[config.mk]
export PLATFORM = sky130hd
export DESIGN_NAME = vga_timing_gen
export DESIGN_NICKNAME = d
export VERILOG_FILES = /design/src/rtl/vga_pkg.sv /design/src/rtl/vga_pattern_gen.sv /design/src/rtl/vga_timing_gen.sv
export SDC_FILE = /design/constraint.sdc
export NUM_CORES = 1
export LEC_CHECK = 0
export CORE_AREA = 4 4 107 83
export DETAILED_ROUTE_END_ITERATION = 10
export DIE_AREA = 0 0 111 87
export HOLD_SLACK_MARGIN = 0.05
export SKIP_LAST_GASP = 1
export SYNTH_ARGS = -nofsm -noshare
export SYNTH_HDL_FRONTEND = slang
export SYNTH_HIERARCHICAL = 1
export SYNTH_SLANG_ARGS = --single-unit
[constraint.sdc]
create_clock -name clk -period 2.8 [get_ports clk]
set_input_delay 0.84 -clock clk [delete_from_list [all_inputs] [get_ports clk]]
set_output_delay 0.84 -clock clk [all_outputs]
set_load 0.01 [all_outputs]
[src/rtl/vga_pkg.sv]
// Shared definitions for the VGA raster timing generator.
//   mode_t       : test-pattern selector carried on the 2-bit mode input
//   DEF_*        : default 640x480@60 timing and datapath widths
package vga_pkg;

  typedef enum logic [1:0] {
    MODE_BARS    = 2'd0,
    MODE_SOLID   = 2'd1,
    MODE_CHECKER = 2'd2,
    MODE_GRID    = 2'd3
  } mode_t;

  // 640x480@60 with a 25.175 MHz pixel clock
  localparam int DEF_H_ACTIVE  = 640;
  localparam int DEF_H_FP      = 16;
  localparam int DEF_H_SYNC    = 96;
  localparam int DEF_H_BP      = 48;
  localparam int DEF_V_ACTIVE  = 480;
  localparam int DEF_V_FP      = 10;
  localparam int DEF_V_SYNC    = 2;
  localparam int DEF_V_BP      = 33;
  localparam int DEF_CLK_DIV   = 1;
  localparam int DEF_CNT_W     = 10;
  localparam int DEF_COLOR_W   = 3;
  localparam int DEF_BAR_COUNT = 8;

endpackage

[src/rtl/vga_pattern_gen.sv]
// Combinational test-pattern source.
//   x, y        : pixel coordinates being rendered
//   mode        : pattern for this frame
//   solid_color : colour for solid mode
//   bar_color   : colour-bar index (already truncated to COLOR_W)
//   color       : pattern colour (blanking is applied by the caller)
module vga_pattern_gen
  import vga_pkg::*;
#(
  parameter int CNT_W    = DEF_CNT_W,
  parameter int COLOR_W  = DEF_COLOR_W,
  parameter int H_ACTIVE = DEF_H_ACTIVE,
  parameter int V_ACTIVE = DEF_V_ACTIVE
) (
  input  logic [CNT_W-1:0]   x,
  input  logic [CNT_W-1:0]   y,
  input  mode_t              mode,
  input  logic [COLOR_W-1:0] solid_color,
  input  logic [COLOR_W-1:0] bar_color,
  output logic [COLOR_W-1:0] color
);

  logic               checker_bit;
  logic               grid_bit;
  logic [COLOR_W-1:0] checker_color;
  logic [COLOR_W-1:0] grid_color;

  // 32x32 checkerboard and a 32-pixel grid closed on the right/bottom edge
  assign checker_bit = x[5] ^ y[5];
  assign grid_bit    = (x[4:0] == 5'd0) || (y[4:0] == 5'd0) ||
                       (x == CNT_W'(H_ACTIVE - 1)) || (y == CNT_W'(V_ACTIVE - 1));

  generate
    for (genvar gi = 0; gi < COLOR_W; gi++) begin : g_fan
      assign checker_color[gi] = checker_bit;
      assign grid_color[gi]    = grid_bit;
    end
  endgenerate

  always_comb begin
    color = '0;
    case (mode)
      MODE_BARS:    color = bar_color;
      MODE_SOLID:   color = solid_color;
      MODE_CHECKER: color = checker_color;
      MODE_GRID:    color = grid_color;
      default:      color = '0;
    endcase
  end

endmodule

[src/rtl/vga_timing_gen.sv]
// VGA raster timing generator with built-in test patterns.
//   clk, rst_n  : system clock, asynchronous active-low reset
//   en          : generator enable; low holds the raster at (0,0)
//   mode        : pattern select, latched at the start of each frame
//   solid_color : colour for solid mode (used live, not latched)
//   hsync/vsync : sync outputs, polarity set by HS_POL/VS_POL
//   active      : pixel is in the visible area
//   pix_x/pix_y : coordinates of the pixel currently on the outputs
//   line_start  : one-clk pulse with pixel x=0
//   frame_start : one-clk pulse with pixel (0,0)
//   color       : pixel colour, 0 during blanking
// All outputs are registered from the pre-advance counters on each pixel
// tick, so they are mutually aligned with one tick of latency.
module vga_timing_gen
  import vga_pkg::*;
#(
  parameter int H_ACTIVE  = DEF_H_ACTIVE,
  parameter int H_FP      = DEF_H_FP,
  parameter int H_SYNC    = DEF_H_SYNC,
  parameter int H_BP      = DEF_H_BP,
  parameter int V_ACTIVE  = DEF_V_ACTIVE,
  parameter int V_FP      = DEF_V_FP,
  parameter int V_SYNC    = DEF_V_SYNC,
  parameter int V_BP      = DEF_V_BP,
  parameter bit HS_POL    = 1'b0,
  parameter bit VS_POL    = 1'b0,
  parameter int CLK_DIV   = DEF_CLK_DIV,
  parameter int CNT_W     = DEF_CNT_W,
  parameter int COLOR_W   = DEF_COLOR_W,
  parameter int BAR_COUNT = DEF_BAR_COUNT
) (
  input  logic               clk,
  input  logic               rst_n,
  input  logic               en,
  input  logic [1:0]         mode,
  input  logic [COLOR_W-1:0] solid_color,
  output logic               hsync,
  output logic               vsync,
  output logic               active,
  output logic [CNT_W-1:0]   pix_x,
  output logic [CNT_W-1:0]   pix_y,
  output logic               line_start,
  output logic               frame_start,
  output logic [COLOR_W-1:0] color
);

  localparam int H_TOTAL = H_ACTIVE + H_FP + H_SYNC + H_BP;
  localparam int V_TOTAL = V_ACTIVE + V_FP + V_SYNC + V_BP;
  localparam int DIV_W   = (CLK_DIV > 1) ? $clog2(CLK_DIV) : 1;
  localparam int BAR_W   = H_ACTIVE / BAR_COUNT;

  localparam logic [DIV_W-1:0] DIV_LAST = DIV_W'(CLK_DIV - 1);
  localparam logic [CNT_W-1:0] H_LAST   = CNT_W'(H_TOTAL - 1);
  localparam logic [CNT_W-1:0] V_LAST   = CNT_W'(V_TOTAL - 1);
  localparam logic [CNT_W-1:0] HS_BEG   = CNT_W'(H_ACTIVE + H_FP);
  localparam logic [CNT_W-1:0] HS_END   = CNT_W'(H_ACTIVE + H_FP + H_SYNC);
  localparam logic [CNT_W-1:0] VS_BEG   = CNT_W'(V_ACTIVE + V_FP);
  localparam logic [CNT_W-1:0] VS_END   = CNT_W'(V_ACTIVE + V_FP + V_SYNC);
  localparam logic [CNT_W-1:0] BAR_POS_LAST = CNT_W'(BAR_W - 1);
  localparam logic [CNT_W-1:0] BAR_IDX_LAST = CNT_W'(BAR_COUNT - 1);

  // raster state
  logic [DIV_W-1:0]   div_reg;
  logic [CNT_W-1:0]   h_reg, v_reg;
  logic [CNT_W-1:0]   h_next, v_next;
  logic [CNT_W-1:0]   bar_idx_reg, bar_pos_reg;
  logic [CNT_W-1:0]   bar_idx_cur, bar_pos_cur;
  logic [CNT_W-1:0]   bar_idx_next, bar_pos_next;
  mode_t              mode_q_reg;
  mode_t              mode_eff;

  // output registers
  logic               hsync_reg, vsync_reg, active_reg;
  logic               line_start_reg, frame_start_reg;
  logic [CNT_W-1:0]   pix_x_reg, pix_y_reg;
  logic [COLOR_W-1:0] color_reg;

  logic               tick;
  logic               h_wrap;
  logic               at_line_start;
  logic               at_frame_start;
  logic               hsync_next, vsync_next, active_next;
  logic [COLOR_W-1:0] pat_color;
  logic [COLOR_W-1:0] color_next;

  assign tick           = (div_reg == DIV_LAST);
  assign h_wrap         = (h_reg == H_LAST);
  assign at_line_start  = (h_reg == '0);
  assign at_frame_start = at_line_start && (v_reg == '0);

  assign h_next = h_wrap ? '0 : h_reg + CNT_W'(1);
  assign v_next = h_wrap ? ((v_reg == V_LAST) ? '0 : v_reg + CNT_W'(1)) : v_reg;

  // Running bar column: pos counts pixels inside the current bar, idx
  // steps at each bar boundary and sticks on the last bar, which then
  // absorbs the H_ACTIVE remainder. Both restart at h=0, so whatever
  // they held from the previous line's blanking is ignored.
  assign bar_idx_cur = at_line_start ? '0 : bar_idx_reg;
  assign bar_pos_cur = at_line_start ? '0 : bar_pos_reg;

  always_comb begin
    bar_idx_next = bar_idx_cur;
    bar_pos_next = bar_pos_cur + CNT_W'(1);
    if ((bar_pos_cur == BAR_POS_LAST) && (bar_idx_cur != BAR_IDX_LAST)) begin
      bar_idx_next = bar_idx_cur + CNT_W'(1);
      bar_pos_next = '0;
    end
  end

  // Pixel (0,0) is rendered in the same tick that latches mode, so it
  // already uses the incoming mode rather than the previous frame's.
  assign mode_eff = at_frame_start ? mode_t'(mode) : mode_q_reg;

  vga_pattern_gen #(
    .CNT_W    (CNT_W),
    .COLOR_W  (COLOR_W),
    .H_ACTIVE (H_ACTIVE),
    .V_ACTIVE (V_ACTIVE)
  ) u_pattern (
    .x           (h_reg),
    .y           (v_reg),
    .mode        (mode_eff),
    .solid_color (solid_color),
    .bar_color   (bar_idx_cur[COLOR_W-1:0]),
    .color       (pat_color)
  );

  assign active_next = (h_reg < CNT_W'(H_ACTIVE)) && (v_reg < CNT_W'(V_ACTIVE));
  assign hsync_next  = ((h_reg >= HS_BEG) && (h_reg < HS_END)) ? HS_POL : ~HS_POL;
  assign vsync_next  = ((v_reg >= VS_BEG) && (v_reg < VS_END)) ? VS_POL : ~VS_POL;
  assign color_next  = active_next ? pat_color : '0;

  always_ff @(posedge clk or negedge rst_n) begin
    if (!rst_n) begin
      div_reg         <= '0;
      h_reg           <= '0;
      v_reg           <= '0;
      bar_idx_reg     <= '0;
      bar_pos_reg     <= '0;
      mode_q_reg      <= MODE_BARS;
      hsync_reg       <= ~HS_POL;
      vsync_reg       <= ~VS_POL;
      active_reg      <= 1'b0;
      line_start_reg  <= 1'b0;
      frame_start_reg <= 1'b0;
      pix_x_reg       <= '0;
      pix_y_reg       <= '0;
      color_reg       <= '0;
    end else if (!en) begin
      // hold the raster at (0,0) so enabling restarts a clean frame
      div_reg         <= '0;
      h_reg           <= '0;
      v_reg           <= '0;
      bar_idx_reg     <= '0;
      bar_pos_reg     <= '0;
      hsync_reg       <= ~HS_POL;
      vsync_reg       <= ~VS_POL;
      active_reg      <= 1'b0;
      line_start_reg  <= 1'b0;
      frame_start_reg <= 1'b0;
      pix_x_reg       <= '0;
      pix_y_reg       <= '0;
      color_reg       <= '0;
    end else begin
      div_reg         <= tick ? '0 : div_reg + DIV_W'(1);
      // strobes last only for the tick cycle itself
      line_start_reg  <= 1'b0;
      frame_start_reg <= 1'b0;
      if (tick) begin
        h_reg           <= h_next;
        v_reg           <= v_next;
        bar_idx_reg     <= bar_idx_next;
        bar_pos_reg     <= bar_pos_next;
        if (at_frame_start) begin
          mode_q_reg <= mode_t'(mode);
        end
        hsync_reg       <= hsync_next;
        vsync_reg       <= vsync_next;
        active_reg      <= active_next;
        line_start_reg  <= at_line_start;
        frame_start_reg <= at_frame_start;
        pix_x_reg       <= h_reg;
        pix_y_reg       <= v_reg;
        color_reg       <= color_next;
      end
    end
  end

  assign hsync       = hsync_reg;
  assign vsync       = vsync_reg;
  assign active      = active_reg;
  assign pix_x       = pix_x_reg;
  assign pix_y       = pix_y_reg;
  assign line_start  = line_start_reg;
  assign frame_start = frame_start_reg;
  assign color       = color_reg;

endmodule

---- Word level (Yosys, flattened, before mapping) ----
Cells that the tools add are included.
storage, ports and cells
  register bits after elaboration ......... 71
  bits in latches ......................... 0
  memory bits (writable) .................. 0
  bits in read-only memories .............. 0
  output and inout port bits .............. 28
  word-level logic and storage cells ...... 91
  memories kept ........................... 0
cells by class
  $add $sub $neg .......................... 5
  multipliers ............................. 0
  div/mod/pow operators ................... 0
  order comparisons ....................... 6
  equal/unequal tests ..................... 11
  shift-type cells ........................ 0
  muxes and demuxes ....................... 38
  bitwise operators ....................... 2
  reductions and logical operators ........ 15
operator list
  kind                     number
  $mux W10                 19
  $add A10 B1 Y10 const B  4
  $eq A10 B10 Y1 const B   3
  $logic_not A10 Y1        2
  $lt A10 B10 Y1 const B   2
  $lt A10 B9 Y1 const B    2
  $mux W1                  14
  $pmux W3 S4              1
  $eq A10 B7 Y1 const B    1
  $eq A10 B9 Y1 const B    1
  $ge A10 B10 Y1 const B   1
  $ge A10 B9 Y1 const B    1
  $logic_not A5 Y1         2
  $ne A10 B3 Y1 const B    1
  $mux W3                  3
  $logic_and A1 B1 Y1      5
  $eq A2 B2 Y1 const B     2
  $reduce_and A2 Y1        2
  $logic_or A1 B1 Y1       3
  $eq A2 B1 Y1 const B     1
  $logic_not A2 Y1         1
  $mux W2                  1
  $ne A2 B1 Y1 const B     1
  $ne A2 B2 Y1 const B     1
  other kinds (3)          3

---- Logic depth before layout (Yosys ltp) ----
Gate-level depths: netlist (run 1).
  depth after elaboration ................. 8
  mapped depth ............................ 12
  mapped depth without buffers ............ 10

---- Hierarchy ----
Netlist (run 1), hierarchy kept.
modules (own cells, without submodules)
  module           instances  cells an instance  area an instance (um2)
  vga_timing_gen   1          309                3271.9
  vga_pattern_gen  1          27                 183.9

---- Worst setup path after synthesis (run 1) ----
No wires, ideal clock.
  path kind ............................... register to register
  start ................................... register h_reg[0]
  end ..................................... register bar_pos_reg[3]
  arrival time ............................ 2430 ps
  required time ........................... 2727 ps
  slack ................................... 297 ps
  stages on the path, launching flop included .. 13
  path buffers ............................ 2
  clock period less this slack ............ 2503 ps
  path through ............................ dfrtp_1 > inv_1 > ha_1 > nor4b_4 > nand3_4 > and2_1 > ha_1 > and3_1 > clkbuf_1 > nand3_1 > clkbuf_1 > o21ai_1 > nor2_1
on the way
  word-level cells in the longest chain between the ends .. 7
ends and longest elaborated chain
  item                                                                     line                   text
  start, declared                                                          vga_timing_gen.sv:64   logic [CNT_W-1:0] h_reg, v_reg;
  start signal, assigned                                                   vga_timing_gen.sv:170  h_reg <= h_next;
  $logic_not A10 Y1 *                                                      vga_timing_gen.sv:88   assign at_line_start = (h_reg == '0);
  parallel branches: the longest is 3 deep, another holds $add A10 B1 Y10  -
  $mux W10 *                                                               vga_timing_gen.sv:104  if ((bar_pos_cur == BAR_POS_LAST) && (bar_idx_cur != BAR_IDX_LAST)) begin
  $mux W10 *                                                               vga_timing_gen.sv:169  if (tick) begin
  $mux W10 *                                                               vga_timing_gen.sv:149  end else if (!en) begin
  end signal, assigned                                                     vga_timing_gen.sv:173  bar_pos_reg <= bar_pos_next;
  end, declared                                                            vga_timing_gen.sv:66   logic [CNT_W-1:0] bar_idx_reg, bar_pos_reg;
Every way passes the cells marked *. The select of a mux whose other input is x is not followed.
A chain may end at the register's enable or synchronous reset.

---- Worst setup path after layout (run 1) ----
  start ................................... register h_reg[1]
  end ..................................... register bar_idx_reg[3]
on the way
  word-level cells in the longest chain between the ends .. 7
ends and longest elaborated chain
  item                                                                     line                   text
  $logic_not A10 Y1 *                                                      vga_timing_gen.sv:88
  $mux W10 *                                                               vga_timing_gen.sv:98   assign bar_idx_cur = at_line_start ? '0 : bar_idx_reg;
  via bar_idx_cur[1]                                                       vga_timing_gen.sv:67   logic [CNT_W-1:0] bar_idx_cur, bar_pos_cur;
  parallel branches: the longest is 2 deep, another holds $add A10 B1 Y10  -
  $mux W10 *                                                               vga_timing_gen.sv:104
  $mux W10 *                                                               vga_timing_gen.sv:169
  $mux W10 *                                                               vga_timing_gen.sv:149
  end signal, assigned                                                     vga_timing_gen.sv:172  bar_idx_reg <= bar_idx_next;
  end, declared                                                            vga_timing_gen.sv:66
Mark *: on every way through the listed nets, which the timed path passes. The select of a mux whose other input is x is not followed.

==> results of run 1 <==
-- how the worst max path moves through the flow --
stage                                          end          startpoint  depth (start not counted)
final                     bar_idx_reg[3]$_DFF_PN0_  h_reg[1]$_DFF_PN0_                         10
after CTS                 bar_idx_reg[3]$_DFF_PN0_  h_reg[1]$_DFF_PN0_                         10
after floorplan           bar_pos_reg[3]$_DFF_PN0_  h_reg[0]$_DFF_PN0_                         12
after global routing      bar_idx_reg[3]$_DFF_PN0_  h_reg[1]$_DFF_PN0_                         10
after global placement    bar_idx_reg[6]$_DFF_PN0_  h_reg[1]$_DFF_PN0_                         10
after detailed placement  bar_idx_reg[3]$_DFF_PN0_  h_reg[1]$_DFF_PN0_                         10
-- through the flow --
stage	TNS, ps	area (µm²)	instances	utilization	setup WS, ps
4_1_cts	0	4220	497	0.540	65.8
5_1_grt	-0.784	4250	500	0.544	-0.784
6_report	0	4250	500	0.544	119
3_3_place_gp	0	4020	481	0.514	179
3_5_place_dp	0	4020	481	0.514	117
2_1_floorplan	0	3460	336	-	297
-- cells by family (layout without fill, tap and decap cells) --
kind of cell / count (synthesis) / count (layout) / share of synthesized area
fa+ha+maj: 6 / 6 / 0.0217
buf+inv: 26 / 85 / 0.0319
simple gates: 160 / 160 / 0.279
mux: 4 / 4 / 0.0152
compound gates: 51 / 51 / 0.0963
xor+xnor: 19 / 19 / 0.0482
flops: 70 / 70 / 0.508
-- synthesized netlist by cell type (all sizes together), types with 2 or more instances --
cell,instances
o41ai,2
dfrtp,68
a21oi,15
dfstp,2
xor2,12
or3,10
mux2,4
ha,6
and3,5
nand2,13
buf,5
a21o,4
nor4b,7
and4,5
inv,12
nand3,23
xnor2,7
nor4,4
nor3,10
o21ai,14
nor2,29
and2,26
nand4,12
a31oi,6
or4,5
nand4b,3
nor2b,3
clkbuf,8
a22o,2
-- routing by layer --
layer  track usage  share of wire  up-vias  wire [µm]
met2         0.259           0.43       49       3370
met3        0.0444          0.041       10        320
li1              -              -     1314          -
met4        0.0537          0.011        0         89
met5             0              0        -          0
met1         0.245           0.52     1297       4060
-- where the power goes --
part / internal (mW) / switching (mW)
Clock: 0.414 / 0.406
Sequential: 1.04 / 0.0225
Combinational: 0.140 / 0.136
-- final cells by class --
cell class	instances	area, µm²	share of cell area
clock inverters	7	73.8	0.0174
well taps	105	131	0.0309
flip-flops and latches	70	1760	0.413
clock buffers	9	124	0.0292
inverters	13	48.8	0.0115
repair buffers	56	515	0.121
multi-input cells	240	1600	0.377
-- timing repair --
action,in CTS,in global routing
setup endpoints to repair,0,11
endpoints found under the hold margin,0,0
buffers inserted,0,3
resized for setup,0,4
-- worst max-delay path: cells and delay by family, from the launching register on --
family                   cells  cell delay [ps]
AO/OA/AOI/OAI                1              170
adder cells (fa/ha/maj)      2              460
buffers and inverters        1               90
flip-flops                   1              450
AND/OR/NAND/NOR              6             1460
-- placed cells by master, fill, tap and decap left out, drive strengths merged, types with 5 or more instances in the layout --
cell,synthesis,final
nor4b,7,7
and2,26,26
o21ai,14,14
nor2,29,29
clkinv,1,5
a31oi,6,6
or4,5,5
nand4,12,12
xnor2,7,7
clkbuf,8,9
or3,10,10
and3,5,5
xor2,12,12
nand2,13,13
inv,12,13
buf,5,22
dfrtp,68,68
clkdlybuf4s50,0,34
a21oi,15,15
nand3,23,23
and4,5,5
ha,6,6
nor3,10,10
==> results summary, run 1 <==
For the worst setup path, the data required time is 3070 ps. The average wire length per cell after detail routing came out at 15.7 µm. The number of setup violations in the final report came out at 0.

Clock tree synthesis inserted a total of 9 buffers. The maximum root-to-sink buffer count came out at 2. The critical path endpoint category is a register.

After clock tree synthesis, the clock-pin slew on the worst setup and hold paths is 80 ps. The signal arrival time at the worst endpoint came out at 2950 ps. By area the synthesized netlist is led by dfrtp_1 49%, and2_1 4.7%, nand3_1 3.2%. For this run, the post-layout net count is 404. The initialized floorplan defines 28 standard-cell rows.

The post-detailed-route count of antenna-violating nets is 0. The chip width came out at 111 µm. The leakage power figure is 1.83 nW. The cell that appears most often on the critical path is ha_1. The number of clock sinks came out at 70. The number of hold violations in the final report came out at 0. The total global routing overflow came out at 0. The number of enable flip-flop cells after synthesis came out at 0. The number of different library cells in the post-synthesis netlist came out at 55.

The highest ir drop seen on vdd is 0.244 mV. Of all flip-flops after synthesis, the portion carrying an async set or reset was 1.00. After synthesis the netlist holds a flip-flop and latch count of 70. The setup check on the worst reg-to-reg path leaves a slack of 120 ps. For this run, the leading register cell type out of synthesis is dfrtp_1. The tool flagged a number of max-cap violations equal to 0.

The maximum clock frequency is 373 MHz. The post-synthesis cell type with the largest combined area is dfrtp_1. Across all layers, the routed design uses 2670 vias. The cell count after synthesis came out at 336. The final critical-path required period is 2680 ps. The die covers 0.00966 mm².

The cell area after technology mapping came out at 0.00346 mm². In this run the tightest slew margin relative to its limit is 0.647. The power per standard cell area is 509 mW/mm². The final period utilization is 0.957. The area overhead of the layout relative to synthesis is 23.0%.

The level count of the clock H-tree is 3. The total of fill cells in the finished design is 707. The first global-routing pass estimated 13300 µm of wire. The placeable core region came out at 0.00781 mm². The number of top-level pins came out at 36.

The detailed-route DRC error count is 0. The ratio of routed vias to standard cells is 5.34. Between clock sinks in the finished design, the worst skew comes to 8.96 ps. The congestion estimate from routability-driven global placement came to 0.799.

The length of the first detailed-routing pass in iterations is 4. The kind of start point of the critical path is a register. The HPWL after detailed placement is 5390 µm.

At the pin with the least slew margin, the transition time is 528 ps. The Yosys warning count is 6. The sum of internal, switching and leakage power is 2.16 mW. The run finished with clean final reports. The average cell area after synthesis came out at 10.3 µm². For this design, the CTS-stage hold fixing added 0 buffers. The initial antenna violation count was 0. The worst hold path belongs to the class input port to async pin. The reg-to-reg critical path startpoint is h_reg[1]$_DFF_PN0_. In this run the worst path has a maximum fanout of 8. Entering global routing, the biggest net connects 71 pins. The number of global-route vias before repair came to 2629. Traced cell by cell, the critical path runs through inv_1, ha_1, nor4b_4, nand3_4, and2_1, ha_1, nand2_2, and3b_2, or4_1, a21oi_1.

For this block, the routed nets add up to 7840 µm of wire. The stage delay of the slowest cell on the critical path came out at 450 ps. Synthesis produced a netlist with a net count of 350.

Among all stages on the critical path, the largest delay is contributed by dfrtp_2. The violation count after the first detailed-route iteration came out at 125. The proportion of synthesized chip area in sequential cells is 0.508. The root buffer cell chosen for the clock tree is clkbuf_8.

The vertical die dimension came out at 87 µm. The overall track demand over capacity in global routing is 0.172. The fraction of post-synthesis cell area in the top cell type by area is 0.492. The capture instance of the worst register-to-register path is bar_idx_reg[3]$_DFF_PN0_. The number of diodes is 0. The count of buffers added on input and output ports is 35. TritonCTS built the clock tree. In the final layout, the share of cells above drive strength 1 is 0.154. The number of pins with negative max-slew slack in the final report came to 0. The clock latency reported for the late side of the worst-skew pair came out at 350 ps. The number of cells on the worst reg-to-reg path is 10. The worst setup path is of the register to register kind. On the final layout, the worst hold slack is 502 ps. The initial standard-cell utilization of the core came out at 0.442.
No activity file was read; power rests on OpenSTA's default activity.
==> run 2, diff against run 1 <==
--- a/config.mk
+++ b/config.mk
@@ -5,9 +5,9 @@
 export SDC_FILE = /design/constraint.sdc
 export NUM_CORES = 1
 export LEC_CHECK = 0
-export CORE_AREA = 4 4 107 83
+export CORE_AREA = 5 5 108 84
 export DETAILED_ROUTE_END_ITERATION = 10
-export DIE_AREA = 0 0 111 87
+export DIE_AREA = 0 0 113 89
 export HOLD_SLACK_MARGIN = 0.05
 export SKIP_LAST_GASP = 1
 export SYNTH_ARGS = -nofsm -noshare
==> results summary, run 2 (same netlist as run 1, synthesis figures left out) <==
For this run, the post-layout net count is 408. In this run, the number of DRC markers left after iteration 0 of detailed routing was 140. Buffers inserted during clock tree synthesis total 9. The critical path starts at h_reg[1]$_DFF_PN0_. The post-cts hold buffer count came out at 0. The maximum root-to-sink buffer count is 2. The area of the die is 0.0101 mm².

The net switching power figure came out at 541 µW. The critical path required time came out at 3090 ps. 0 antenna diodes ended up in the layout. Of the total power, registers draw 0.473.

The maximum clock frequency is 390 MHz. The number of clock sinks came out at 70. Leaving out fill and tap cells, the most frequent cell in the layout is dfrtp_1. In this run the tightest slew margin relative to its limit is 0.680. The worst register-to-register path begins at h_reg[1]$_DFF_PN0_. The layout has 679 filler cells. The chip width came out at 113 µm. The average wire length per cell after detail routing came out at 15.4 µm. Among the stages of the critical path, the cell type that occurs most often is ha_2.

The congestion estimate from routability-driven global placement came to 0.792. The kind of start point of the critical path is a register. Clock latency on the worst-skew pair, taken at its later pin, is 360 ps. The detailed-route DRC error count is 0. The type of the worst setup path is register to register. The number of buffer and inverter stages on the critical path is 1. 36 I/O pins were placed. The top cell types in the final layout, fill and taps aside, are 68 x dfrtp_1, 34 x clkdlybuf4s50_1, 29 x nor2_1. The highest ir drop seen on vdd came out at 0.323 mV. Setup total negative slack on the finished layout was measured at 0 ps. The sequential standard cell area came out at 0.00175 mm². After detailed routing, the number of vias per cell comes to 5.36. The share of total power in combinational logic came out at 0.127. The worst slack at placement is 38.5 ps. Entering global routing, the biggest net connects 53 pins. The type of the tightest min-delay check is input port to async pin. The area overhead of the layout relative to synthesis is 24.3%.

The sum of routed wire length over all layers came out at 7780 µm. TritonCTS built the clock tree. The switching power share of the total came out at 0.240. The length of the first detailed-routing pass in iterations is 6. In this run the remaining antenna-violating nets after routing total 0. The stage delay of the slowest cell on the critical path is 400 ps. The number of hold violations in the final report came to 0. The level count of the clock H-tree came out at 3. In this run the worst path has a maximum fanout of 8. The final critical-path required period is 2560 ps. The relative contribution of the clock network to total power is 0.401. The signal arrival time at the worst endpoint came out at 2850 ps. The cell-internal power is 1.71 mW.

The number of setup violations in the final report is 0. The largest clock skew in the final design is 12.2 ps. The number of pins with negative max-slew slack in the final report came out at 0. After clock tree synthesis, the clock-pin slew on the worst setup and hold paths is 80 ps. The placeable core region is 0.00781 mm².

STA classifies the critical path endpoint as a register. Setup repair after global routing left no endpoint under its margin. The transition time of the tightest slew-check pin came out at 475 ps.

Detailed routing inserted a total of 2703 vias. The tree is rooted in a clkbuf_8. The vertical die dimension is 89 µm. The placed wire-length estimate after detailed placement came out at 5540 µm. The final period utilization is 0.915. During placement, the flow inserted port buffers numbering 35. The total global routing overflow came out at 0. In the final layout, the share of cells above drive strength 1 is 0.155.

The initial standard-cell utilization of the core is 0.442. The flow ran to the end, and the final reports show no timing, DRC or antenna violations. Setup slack on the critical path of the routed design comes to 238 ps. The overall track demand over capacity in global routing came out at 0.166.

The worst register-to-register path has a setup slack of 240 ps. The power per standard cell area is 524 mW/mm². For this design the static power due to leakage is 1.86 nW.

The number of global-route vias before repair came out at 2597. After floorplanning, the core was divided into 28 placement rows. The number of max-cap violations came out at 0. Broken down by cell family, the worst path's largest delay share belongs to simple AND/OR/NAND/NOR gates. The cell with the largest stage delay on the worst path is or4_1. The first-pass GRT wire length is 13000 µm. The critical path goes through inv_1, ha_2, nor4b_4, nand3_4, and2_1, ha_2, nand2_1, and3b_1, or4_1, a21oi_1. The total area of multi-input combinational cells came out at 0.00160 mm². The initial antenna violation count came out at 0.
run 2: cell types whose count changed in the layout (fill, tap and decap cells not counted), sizes merged:
cell / previous run / this run
buf: 22 / 26
clkbuf: 9 / 12
clkinv: 5 / 3
bufinv: 1 / 2
clkinvlp: 1 / 0
inv: 13 / 12
run 2: final cells by class:
| type | count | area share |
|---|---|---|
| Multi-Input combinational cell | 240 | 0.373 |
| Tap cell | 105 | 0.0306 |
| Clock inverter | 4 | 0.0163 |
| Sequential cell | 70 | 0.408 |
| Inverter | 13 | 0.0114 |
| Timing Repair Buffer | 60 | 0.127 |
| Clock buffer | 12 | 0.0338 |
run 2: metrics by stage:
stage	instance area, µm²	hold WS [ps]	util	total power [mW]	instances
after floorplan	3460	477	-	1.24	336
after global placement	4040	497	0.517	1.35	484
after detailed placement	4040	493	0.517	1.36	484
after CTS	4260	431	0.545	2.26	500
after global routing	4300	442	0.550	2.34	504
final	4300	426	0.550	2.25	504
run 2: layer usage:
metal	routed length, µm	GRT usage	vias up
li1	-	-	1325
met1	3920	0.233	1313
met2	3370	0.248	58
met3	420	0.0548	7
met4	68	0.0448	0
met5	0	0	-
run 2: worst paths after layout:
path	endpoint	depth (start not counted)
worst max-delay path	bar_idx_reg[3]$_DFF_PN0_	10
worst min-delay path	pix_x[4]$_DFF_PN0_	1
worst max register to register	bar_idx_reg[3]$_DFF_PN0_	10
worst min register to register	mode_q_reg[0]$_DFFE_PN0P_	1
max in group asynchronous	vsync$_DFF_PN1_	2
min in group clk	mode_q_reg[0]$_DFFE_PN0P_	1
run 2: power groups by stage:
stage | combinational (mW) | sequential [mW] | clock [mW]
5_1_grt | 0.311 | 1.07 | 0.966
3_3_place_gp | 0.271 | 1.08 | 0
2_1_floorplan | 0.152 | 1.09 | 0
4_1_cts | 0.274 | 1.06 | 0.923
6_report | 0.285 | 1.06 | 0.902
3_5_place_dp | 0.272 | 1.08 | 0
run 2: what timing repair did:
action / in CTS / in global routing
pin swaps: 0 / 1
gates resized for setup: 1 / 2
setup endpoints to repair: 1 / 7
setup buffers: 0 / 4
==> run 3, diff against run 2 <==
--- a/config.mk
+++ b/config.mk
@@ -5,11 +5,14 @@
 export SDC_FILE = /design/constraint.sdc
 export NUM_CORES = 1
 export LEC_CHECK = 0
-export CORE_AREA = 5 5 108 84
+export CORE_AREA = 5 5 92 73
 export DETAILED_ROUTE_END_ITERATION = 10
-export DIE_AREA = 0 0 113 89
+export DIE_AREA = 0 0 97 78
+export DONT_BUFFER_PORTS = 1
 export HOLD_SLACK_MARGIN = 0.05
+export PLACE_DENSITY = 0.77
 export SKIP_LAST_GASP = 1
+export SLEW_MARGIN = 20
 export SYNTH_ARGS = -nofsm -noshare
 export SYNTH_HDL_FRONTEND = slang
 export SYNTH_HIERARCHICAL = 1
==> results summary, run 3 (same netlist as run 1, synthesis figures left out) <==
TritonCTS built the clock tree. The first-pass GRT wire length is 12300 µm. The leakage power figure came out at 1.65 nW. The kind of start point of the critical path is a register. In the layout the commonest cells are 67 x dfrtp_1, 29 x nor2_1, 26 x and2_1. The ratio of routed vias to standard cells came out at 5.99. The critical path endpoint category is a register. Relative to the synthesized area, the layout overhead comes to 9.30%. The maximum root-to-sink buffer count is 2. For the finished layout, the period the worst path requires is 2650 ps.

The critical path required time came out at 3070 ps. The worst reg2reg path depth came out at 11. The number of max-cap violations is 0. The worst setup path is of the register to register kind. Measured against its own limit, the worst slew margin works out to 0.569.

The post-cts hold buffer count came out at 0. Wires add up to 7130 µm. The final layout contains 362 nets.

For this configuration, the core starts out at a cell density of 0.609. The number of I/O port buffers came out at 0. The number of global-route vias before repair is 2398.

The number of diodes is 0. The core region is 0.00568 mm². The reg-to-reg critical path startpoint is h_reg[1]$_DFF_PN0_. The routed layout has 2574 vias.

For this design, the sink count on the clock tree is 70. The first detailed-routing pass ran for 4 iterations. The clock latency reported for the late side of the worst-skew pair came out at 350 ps.

Dividing the final minimum period by the clock period gives 0.945. The post-route worst setup slack is 154 ps. The average wire length per cell after detail routing came out at 16.6 µm.

The area of the die came out at 0.00757 mm². The final cell count without fillers came out at 430. The worst hold slack across all endpoints is 176 ps. The detail route stage leaves a number of antenna-violating nets equal to 0. Setup repair after global routing left no endpoint under its margin. In this run the core area contains 24 standard-cell rows. The total length of routed met3 wires came out at 523 µm. The clock transition time at the flip-flop clock pins of the worst setup and hold paths came out at 70 ps. Clock tree synthesis selected as its root buffer the cell clkbuf_8. Across all register-to-register paths, the minimum setup slack is 150 ps. The maximum clock frequency is 378 MHz. The number of CTS-inserted buffers came out at 9. The level count of the clock H-tree is 3. The highest metal layer carrying signal wires in the routed design is met4.

The violation count after the first detailed-route iteration is 162. The maximum number of pins on one net before global-route repair is 71. The sequential standard cell area is 0.00176 mm². The number of hold violations in the final report is 0. The total of fill cells in the finished design came out at 430. The initial antenna violation count is 0. The routability congestion estimate from global placement is 0.822. For the worst setup path, the data arrival time is 2920 ps. The number of setup violations in the final report is 0. IR analysis of the VDD net gives a maximum drop of 0.286 mV.

Of the cells placed in the final design, the portion with a size suffix greater than 1 is 0.139. For the final database, setup skew stands at 9.32 ps. Summed over all nets, the half-perimeter wirelength after detailed placement is 4910 µm. The number of top-level pins came out at 36.

After detailed routing, the met2 layer carries 3130 µm of wire. The sum of routed wire segments on met1 is 3360 µm. The vertical die dimension came out at 78 µm. The worst hold path belongs to the class input port to async pin.

The overall track demand over capacity in global routing is 0.205. Power comes to 1.96 mW. Including well taps, the total number of placed cells is 412. The power per standard cell area came out at 518 mW/mm². The most frequent standard cell in the layout excluding fill and tap cells is dfrtp_1. The total global routing overflow came out at 0. The number of pins with negative max-slew slack in the final report was 0.

The critical-path maximum fanout is 6. The transition time of the tightest slew-check pin is 637 ps. The chip width is 97 µm.

The multi-input combinational cells in the finished layout cover a total of 0.00162 mm². Before CTS, the worst setup slack after placement is 25.1 ps. The detailed-route DRC error count is 0. The summed negative setup slack over all endpoints came out at 0 ps. The run finished with clean final reports. The worst register-to-register path ends at bar_idx_reg[3]$_DFF_PN0_.
[run 3: worst max-delay path, stage by stage (launching register included)]
cell and delay [ps]:
dfrtp_2 440, inv_1 80, ha_1 170, nor4b_4 190, buf_4 180, nand3_4 100, and2_1 210, ha_1 260
nand2_1 120, and3b_1 240, or4_1 430, a21oi_2 150
[run 3: power breakdown]
part           switching (mW)  internal [mW]
Combinational          0.0997         0.0957
Clock                   0.346          0.338
Sequential             0.0321           1.05
Total                   0.478           1.48
[run 3: metrics by stage]
stage	area (µm²)	utilization
floorplan	3460	-
global placement	3570	0.630
global route	3780	0.666
CTS	3730	0.658
detailed placement	3570	0.630
finish	3780	0.666
[run 3: repair_timing]
action | 4_1_cts | 5_1_grt
endpoints found under the setup margin | 0 | 14
setup buffers | 0 | 2
hold endpoints to repair | 0 | 0
resized for setup | 0 | 5
[run 3: final cells by class]
| class | instances | share of cell area |
|---|---|---|
| clock inverters | 2 | 0.00265 |
| repair buffers | 13 | 0.0258 |
| inverters | 13 | 0.0129 |
| flip-flops and latches | 70 | 0.465 |
| multi-input cells | 241 | 0.429 |
| clock buffers | 13 | 0.0394 |
| well taps | 78 | 0.0258 |
[run 3: how the worst max path moves through the flow]
stage                            start                       end  slack, ps  depth (start not counted)
floorplan           h_reg[0]$_DFF_PN0_  bar_pos_reg[3]$_DFF_PN0_        300                         12
global placement    h_reg[1]$_DFF_PN0_  bar_idx_reg[3]$_DFF_PN0_        200                         10
detailed placement  h_reg[1]$_DFF_PN0_  bar_idx_reg[3]$_DFF_PN0_         30                         10
CTS                 h_reg[1]$_DFF_PN0_  bar_idx_reg[3]$_DFF_PN0_         10                         10
global route        h_reg[1]$_DFF_PN0_  bar_idx_reg[3]$_DFF_PN0_         10                         11
finish              h_reg[1]$_DFF_PN0_  bar_idx_reg[3]$_DFF_PN0_        150                         11
[run 3: routing by layer]
metal / track usage / vias to the layer above
met5: 0 / -
met4: 0.0715 / 0
met3: 0.0771 / 12
met2: 0.294 / 81
met1: 0.286 / 1251
li1: - / 1230
